==> src/rtl/dmem_lsu.sv <==
// Load/store unit in front of a word-wide dmem: handles one request at a time,
// extends load data and performs sub-word stores as read-modify-write.
module dmem_lsu #(
  parameter int ADDR_WIDTH = 16,
  parameter int XLEN       = 32
) (
  input  logic                  clk,
  input  logic                  rst_n,
  input  logic                  req_valid,
  output logic                  req_ready,
  input  logic                  req_we,
  input  logic [2:0]            req_funct3,
  input  logic [ADDR_WIDTH-1:0] req_addr,
  input  logic [XLEN-1:0]       req_wdata,
  output logic                  resp_valid,
  output logic [XLEN-1:0]       resp_rdata,
  output logic                  resp_err,
  output logic                  mem_ena,
  output logic                  mem_web,
  output logic [ADDR_WIDTH-1:0] mem_addr,
  output logic [XLEN-1:0]       mem_din,
  input  logic [XLEN-1:0]       mem_dout
);

  if (XLEN != 32) begin : g_xlen_check
    $error("dmem_lsu: XLEN must be 32");
  end

  typedef enum logic [1:0] {IDLE, LD_WAIT, RMW_RD, RMW_WR} state_t;

  state_t                  state, state_nxt;
  logic                    accept, req_err, is_sw;
  logic [2:0]              funct3_p1;
  logic [ADDR_WIDTH-1:0]   addr_p1;
  logic [XLEN-1:0]         wdata_p1;
  logic [XLEN-1:0]         merged_p2;

  function automatic logic check_err(input logic we, input logic [2:0] f3, input logic [1:0] lo);
    case (f3)
      3'b000:  return 1'b0;
      3'b001:  return lo[0];
      3'b010:  return |lo;
      3'b100:  return we;
      3'b101:  return we | lo[0];
      default: return 1'b1;
    endcase
  endfunction

  function automatic logic [31:0] extend_load(input logic [2:0] f3, input logic [1:0] lo,
                                              input logic [31:0] word);
    logic [7:0]  b;
    logic [15:0] h;
    b = word[{lo, 3'b000} +: 8];
    h = lo[1] ? word[31:16] : word[15:0];
    case (f3)
      3'b000:  return {{24{b[7]}}, b};
      3'b001:  return {{16{h[15]}}, h};
      3'b100:  return {24'd0, b};
      3'b101:  return {16'd0, h};
      default: return word;
    endcase
  endfunction

  function automatic logic [31:0] merge_store(input logic [2:0] f3, input logic [1:0] lo,
                                              input logic [31:0] word, input logic [31:0] wd);
    logic [31:0] m;
    m = word;
    if (f3[1:0] == 2'b00) m[{lo, 3'b000} +: 8] = wd[7:0];
    else if (lo[1])       m[31:16] = wd[15:0];
    else                  m[15:0]  = wd[15:0];
    return m;
  endfunction

  assign req_ready = (state == IDLE);
  // Gating with rst_n keeps every mem_* output low for the whole reset window.
  assign accept    = req_valid & req_ready & rst_n;
  assign req_err   = check_err(req_we, req_funct3, req_addr[1:0]);
  assign is_sw     = req_we & (req_funct3 == 3'b010);

  always_comb begin
    state_nxt = state;
    mem_ena   = 1'b0;
    mem_web   = 1'b0;
    mem_addr  = '0;
    mem_din   = '0;
    case (state)
      IDLE: begin
        if (accept && !req_err) begin
          mem_ena  = 1'b1;
          mem_addr = {req_addr[ADDR_WIDTH-1:2], 2'b00};
          if (is_sw) begin
            mem_web = 1'b1;
            mem_din = req_wdata;
          end else if (req_we) begin
            state_nxt = RMW_RD;
          end else begin
            state_nxt = LD_WAIT;
          end
        end
      end
      LD_WAIT: state_nxt = IDLE;
      RMW_RD:  state_nxt = RMW_WR;
      RMW_WR: begin
        mem_ena   = 1'b1;
        mem_web   = 1'b1;
        mem_addr  = {addr_p1[ADDR_WIDTH-1:2], 2'b00};
        mem_din   = merged_p2;
        state_nxt = IDLE;
      end
      default: state_nxt = IDLE;
    endcase
  end

  always_ff @(posedge clk or negedge rst_n) begin
    if (!rst_n) begin
      state      <= IDLE;
      resp_valid <= 1'b0;
      resp_rdata <= '0;
      resp_err   <= 1'b0;
      funct3_p1  <= '0;
      addr_p1    <= '0;
      wdata_p1   <= '0;
      merged_p2  <= '0;
    end else begin
      state      <= state_nxt;
      resp_valid <= 1'b0;
      // stage p0 -> p1: latch request; errors and SW answer immediately
      if (accept) begin
        funct3_p1 <= req_funct3;
        addr_p1   <= req_addr;
        wdata_p1  <= req_wdata;
        if (req_err || is_sw) begin
          resp_valid <= 1'b1;
          resp_err   <= req_err;
          resp_rdata <= '0;
        end
      end
      // stage p1 -> p2: load return, or merge for the sub-word write
      case (state)
        LD_WAIT: begin
          resp_valid <= 1'b1;
          resp_err   <= 1'b0;
          resp_rdata <= extend_load(funct3_p1, addr_p1[1:0], mem_dout);
        end
        RMW_RD: merged_p2 <= merge_store(funct3_p1, addr_p1[1:0], mem_dout, wdata_p1);
        RMW_WR: begin
          resp_valid <= 1'b1;
          resp_err   <= 1'b0;
          resp_rdata <= '0;
        end
        default: ;
      endcase
    end
  end

endmodule

==> config.mk <==
export PLATFORM = sky130hd
export DESIGN_NAME = dmem_lsu
export DESIGN_NICKNAME = d
export VERILOG_FILES = /design/src/rtl/dmem_lsu.sv
export SDC_FILE = /design/constraint.sdc
export NUM_CORES = 1
export LEC_CHECK = 0
export CORE_MARGIN = 2
export CORE_UTILIZATION = 45
export DETAILED_ROUTE_END_ITERATION = 8
export GPL_TIMING_DRIVEN = 0
export PLACE_DENSITY = 0.77
export SLEW_MARGIN = 40
export SYNTH_ARGS = -nofsm -noshare
export SYNTH_HDL_FRONTEND = slang
export SYNTH_SLANG_ARGS = --single-unit
==> constraint.sdc <==
create_clock -name clk -period 5.4 [get_ports clk]
set_input_delay 0.54 -clock clk [delete_from_list [all_inputs] [get_ports clk]]
set_output_delay 0.54 -clock clk [all_outputs]
set_load 0.02 [all_outputs]
After elaboration in Yosys (flattened, before gate mapping):

Index checks and enable logic that the tools add are counted.

* bits in registers: 103
* bits of input ports: 87
* output and inout port bits: 85
* logic and storage cells: 74

* $add $sub $neg: 1
* eq/ne operators: 12
* shift-type cells: 3
* mux-type cells: 30
* bitwise operators: 4
* reduce and logical (&&, ||, !) cells: 16

Operator list (number)
* $mux W32: 5
* $pmux W32 S2: 2
* $pmux W32 S4: 1
* $mux W16: 4
* $bwmux W32: 1
* $pmux W16 S2: 1
* $shift A8 B7 Y32 const A: 1
* $shiftx A32 B6 Y8: 1
* $shiftx A8 B7 Y32: 1
* $eq A3 B3 Y1 const B: 4
* $mux W1: 9
* $neg A5 Y7: 1
* $eq A3 B1 Y1 const B: 2
* $logic_not A3 Y1: 2
* $mux W2: 3
* $pmux W2 S3: 1
* $reduce_and A2 Y1: 3
* $reduce_bool A3 Y1: 2
* $pmux W1 S5: 1
* $eq A2 B2 Y1 const B: 2
* $logic_not A2 Y1: 2
* $pmux W1 S2: 2
* $reduce_bool A2 Y1: 2
* $reduce_or A2 Y1: 2
* 9 further kinds: 11

Logic depth before layout (Yosys ltp):

* word-level depth: 6
* depth in mapped cells: 9
* depth with buffers taken out: 6

Least setup slack after synthesis:

OpenSTA, ideal clock, no wires.

* path type: reg2out
* start point: register state[0]
* end point: output port mem_din[0]
* arrival time: 1941 ps
* data required time: 4860 ps
* path slack: 2919 ps
* stages on the path, launching flop included: 10
* buffers on the path: 3
* cell sequence: dfrtp_1 -> inv_1 -> ha_1 -> and3_1 -> buf_2 -> o211a_1 -> and2_1 -> buf_4 -> buf_6 -> a22o_1

* cells in the longest elaborated chain, start to end: 6
* elaborated cells on any way between the ends: 7
* classes of those cells: eq/ne (1); mux (2); bitwise (2); reduce/logical (2)

RTL lines
* start: declaration: line 31 `state_t state, state_nxt;`
* start signal: assignment: line 125 `state <= state_nxt;`
* $logic_not A2 Y1 *: line 74 `assign req_ready = (state == IDLE);`
* via req_ready: line 10 `output logic req_ready,`
* $and A1 B1 Y1 (2 in a row): line 76 `assign accept = req_valid & req_ready & rst_n;`
* $logic_and A1 B1 Y1: line 88 `if (accept && !req_err) begin`
* $mux W32: line 88
* $pmux W32 S2 *: line 86 `case (state)`
* end: declaration: line 21 `output logic [XLEN-1:0] mem_din,`

Mark *: on every way through the listed nets, which the timed path passes. The rest lies on a longest branch.

Worst setup path in the final report:

* start point: register state[0]
* end point: output port mem_din[0]

* cells in the longest elaborated chain, start to end: 6
* elaborated cells on any way between the ends: 7
* classes of those cells: eq/ne (1); mux (2); bitwise (2); reduce/logical (2)

RTL lines (line)
* $logic_not A2 Y1: 74, 86
* $and A1 B1 Y1 (2 in a row): 76
* $logic_and A1 B1 Y1: 88
* $mux W32: 88
* $pmux W32 S2 *: 86

Mark *: on every way between the ends. The rest lies on a longest branch, timed or not.

==> out/metrics.yaml <==
status: "finished clean"
yosysUniqueCellTypes: 53
rsz0062_at_grt: "false"
final.min_clock_period_ps: 3660
postCtsResizedCells: 0
postCtsSetupBuffers: 0
final_cell_mix: "clkdlybuf4s50_1, dfrtp_1, nand2_1"
setup_viol: 0
arrival_ps: 3120
overflow: 0
post-route-period-util_pct: 67.8
drtIter0Drc: 496
cap_violations: 0
async_reset_ff_share_pct: 100
required_ps: 4860
yosys_register_bits: 103
grt_antenna_before_repair: 0
ys_seq_area_share_pct: 44.3
mostFrequentLayoutCell: "clkdlybuf4s50_1"
place_ws_ps: 1820
start_kind: "flop"
hold_viol: 0
cts_hold_buf: 0
syn_inst: 619
crit_fanout: 10
worst_pin_slew_ps: 789
synth.avg_cell_area_um2: 9.40
fin_util_pct: 63.7
yosysTopAreaCell: "dfrtp_1"
design.die.area_mm2: 0.0139
drc: 0
die_x_um: 118
cts_tree: "built"
grt_pass1_wl_um: 30900
finalWorstSetupSlack_ps: 1740
die_y_um: 118
diodes: 0
wirelength_um: 19900
min_path_type: "in2async"
finalMaxSlewViolations: 0
insertion_delay_ps: 350
ant_nets: 0
endpoint_kind: "output port"
finClkSkew_ps: 10.8
htreeDepth: 3
ir_drop_uv: 272
grt_pass1_vias: 5608
cts.clk_slew.worst_paths_ps: 70
p_total_mw: 4.47
dp_hpwl_um: 15400
drive_gt1_share_pct: 9.57
synth.top_cell.area_share_pct: 44.3
powerDensity_mw_per_mm2: 556
p_leak_nw: 3.48
io_buffers: 169
synth_flop_cell: "dfrtp_1"
grt_usage_pct: 28.4
drtPass1Iterations: 5
cts-root-buf: "clkbuf_16"
syn_to_final_growth_pct: 38.2
initial_core_util_pct: 46.1
max_freq_mhz: 273
slew_headroom_pct: 46.1
cts_buffers: 9
cts_buffer_depth: 2
synth_edf_count: 0
yosys_warnings: 0
syn_area_mm2: 0.00582
cts_sinks: 103
gp_congestion: 0.924
nNetsFinal: 898
vias: 5723
vias_per_cell: 5.86
wl_per_cell_um: 20.3
grt_max_degree: 64
coreArea_mm2: 0.0126
io-pin-count: 172
synth_area_leaders: "dfrtp_1, nand2_1, a22o_1, o21ai_0, o2bb2ai_1"
critPathKind: "reg2out"
fp-row-count: 41
final cells by class:
class / count / area (um^2)
plain buffers: 52 / 282
clock buffers: 10 / 239
clock inverters: 5 / 38.8
fillers: 1120 / 4580
inverters: 27 / 101
multi-input cells: 438 / 2860
flip-flops and latches: 103 / 2580
well taps: 172 / 215
repair buffers: 170 / 1720
synthesized netlist by cell type, drive strengths merged, types with 2 or more instances:
cell / count
a21o: 8
o2bb2ai: 23
a21oi: 26
a22oi: 16
clkbuf: 24
a221oi: 17
dfrtp: 103
a211oi: 8
buf: 28
nand3b: 2
nor4: 2
nand2: 102
and3: 2
ha: 10
a22o: 42
or2: 4
nor2: 42
a2bb2oi: 4
nand2b: 4
o22ai: 24
a211o: 7
a2111oi: 7
inv: 26
o21ai: 43
and2: 2
mux2i: 2
nor3: 3
nor2b: 8
mux2: 18
report_power, final:
group / total [mW] / internal [mW] / switching (mW) / leakage (nW)
Sequential: 1.45 / 1.14 / 0.308 / 1.28
Clock: 0.625 / 0.327 / 0.298 / 0.136
Combinational: 2.40 / 1.03 / 1.37 / 2.07
per-layer routing:
layer	track usage, %	vias up	routed length (um)
li1	-	2623	-
met1	38.0	2809	8600
met2	46.3	252	9540
met3	4.75	39	1210
met4	10.8	0	512
met5	0	-	0
worst max-delay path, stage by stage, from the launching register on:
cell and delay, ps:
dfrtp_1 390, inv_1 100, ha_1 410, nor2b_1 150, clkbuf_1 390, clkbuf_1 470, a22o_1 260, clkdlybuf4s50_1 610
final timing paths:
path	startpoint	end	slack, ps	cells past startpoint
setup reg to reg	addr_p1[1]$_DFFE_PN0P_	merged_p2[11]$_DFFE_PN0P_	3090	8
setup / recovery	state[0]$_DFFE_PN0P_	mem_din[0]	1740	7
hold / removal	rst_n	resp_valid$_DFF_PN0_	60	1
min in group clk	resp_rdata[5]$_DFFE_PN0P_	resp_rdata[5]$_DFFE_PN0P_	480	1
max in group asynchronous	rst_n	merged_p2[9]$_DFFE_PN0P_	4720	2
hold reg to reg	resp_rdata[5]$_DFFE_PN0P_	resp_rdata[5]$_DFFE_PN0P_	480	1
stage by stage:
step           hold WS [ps]  std cells  TNS (ps)  instance area [um^2]
6_report               59.2        977         0                  8040
4_1_cts                75.0        977         0                  8040
2_1_floorplan           244        620         0                  5820
3_5_place_dp            453        962         0                  7760
5_1_grt                89.9        977         0                  8040
3_3_place_gp            459        961   -135160                  7730
kinds of logic after synthesis:
logic type                 count (synthesis)  share of synthesized area (%)
muxes                                     21                           4.21
adders and majority gates                 10                           2.15
other                                      1                         0.0644
AOI/OAI and AO/OA                        231                           29.6
DFF                                      103                           44.3
and+or+nand+nor                          174                           13.1
buffers and inverters                     79                           6.58
registers in the layout (all words and copies together) (netlist names):
name / flops
addr_p1: 16
funct3_p1: 3
merged_p2: 32
resp_err: 1
resp_rdata: 32
resp_valid: 1
state: 2
wdata_p1: 16
Power figures use the tool's default switching activity.
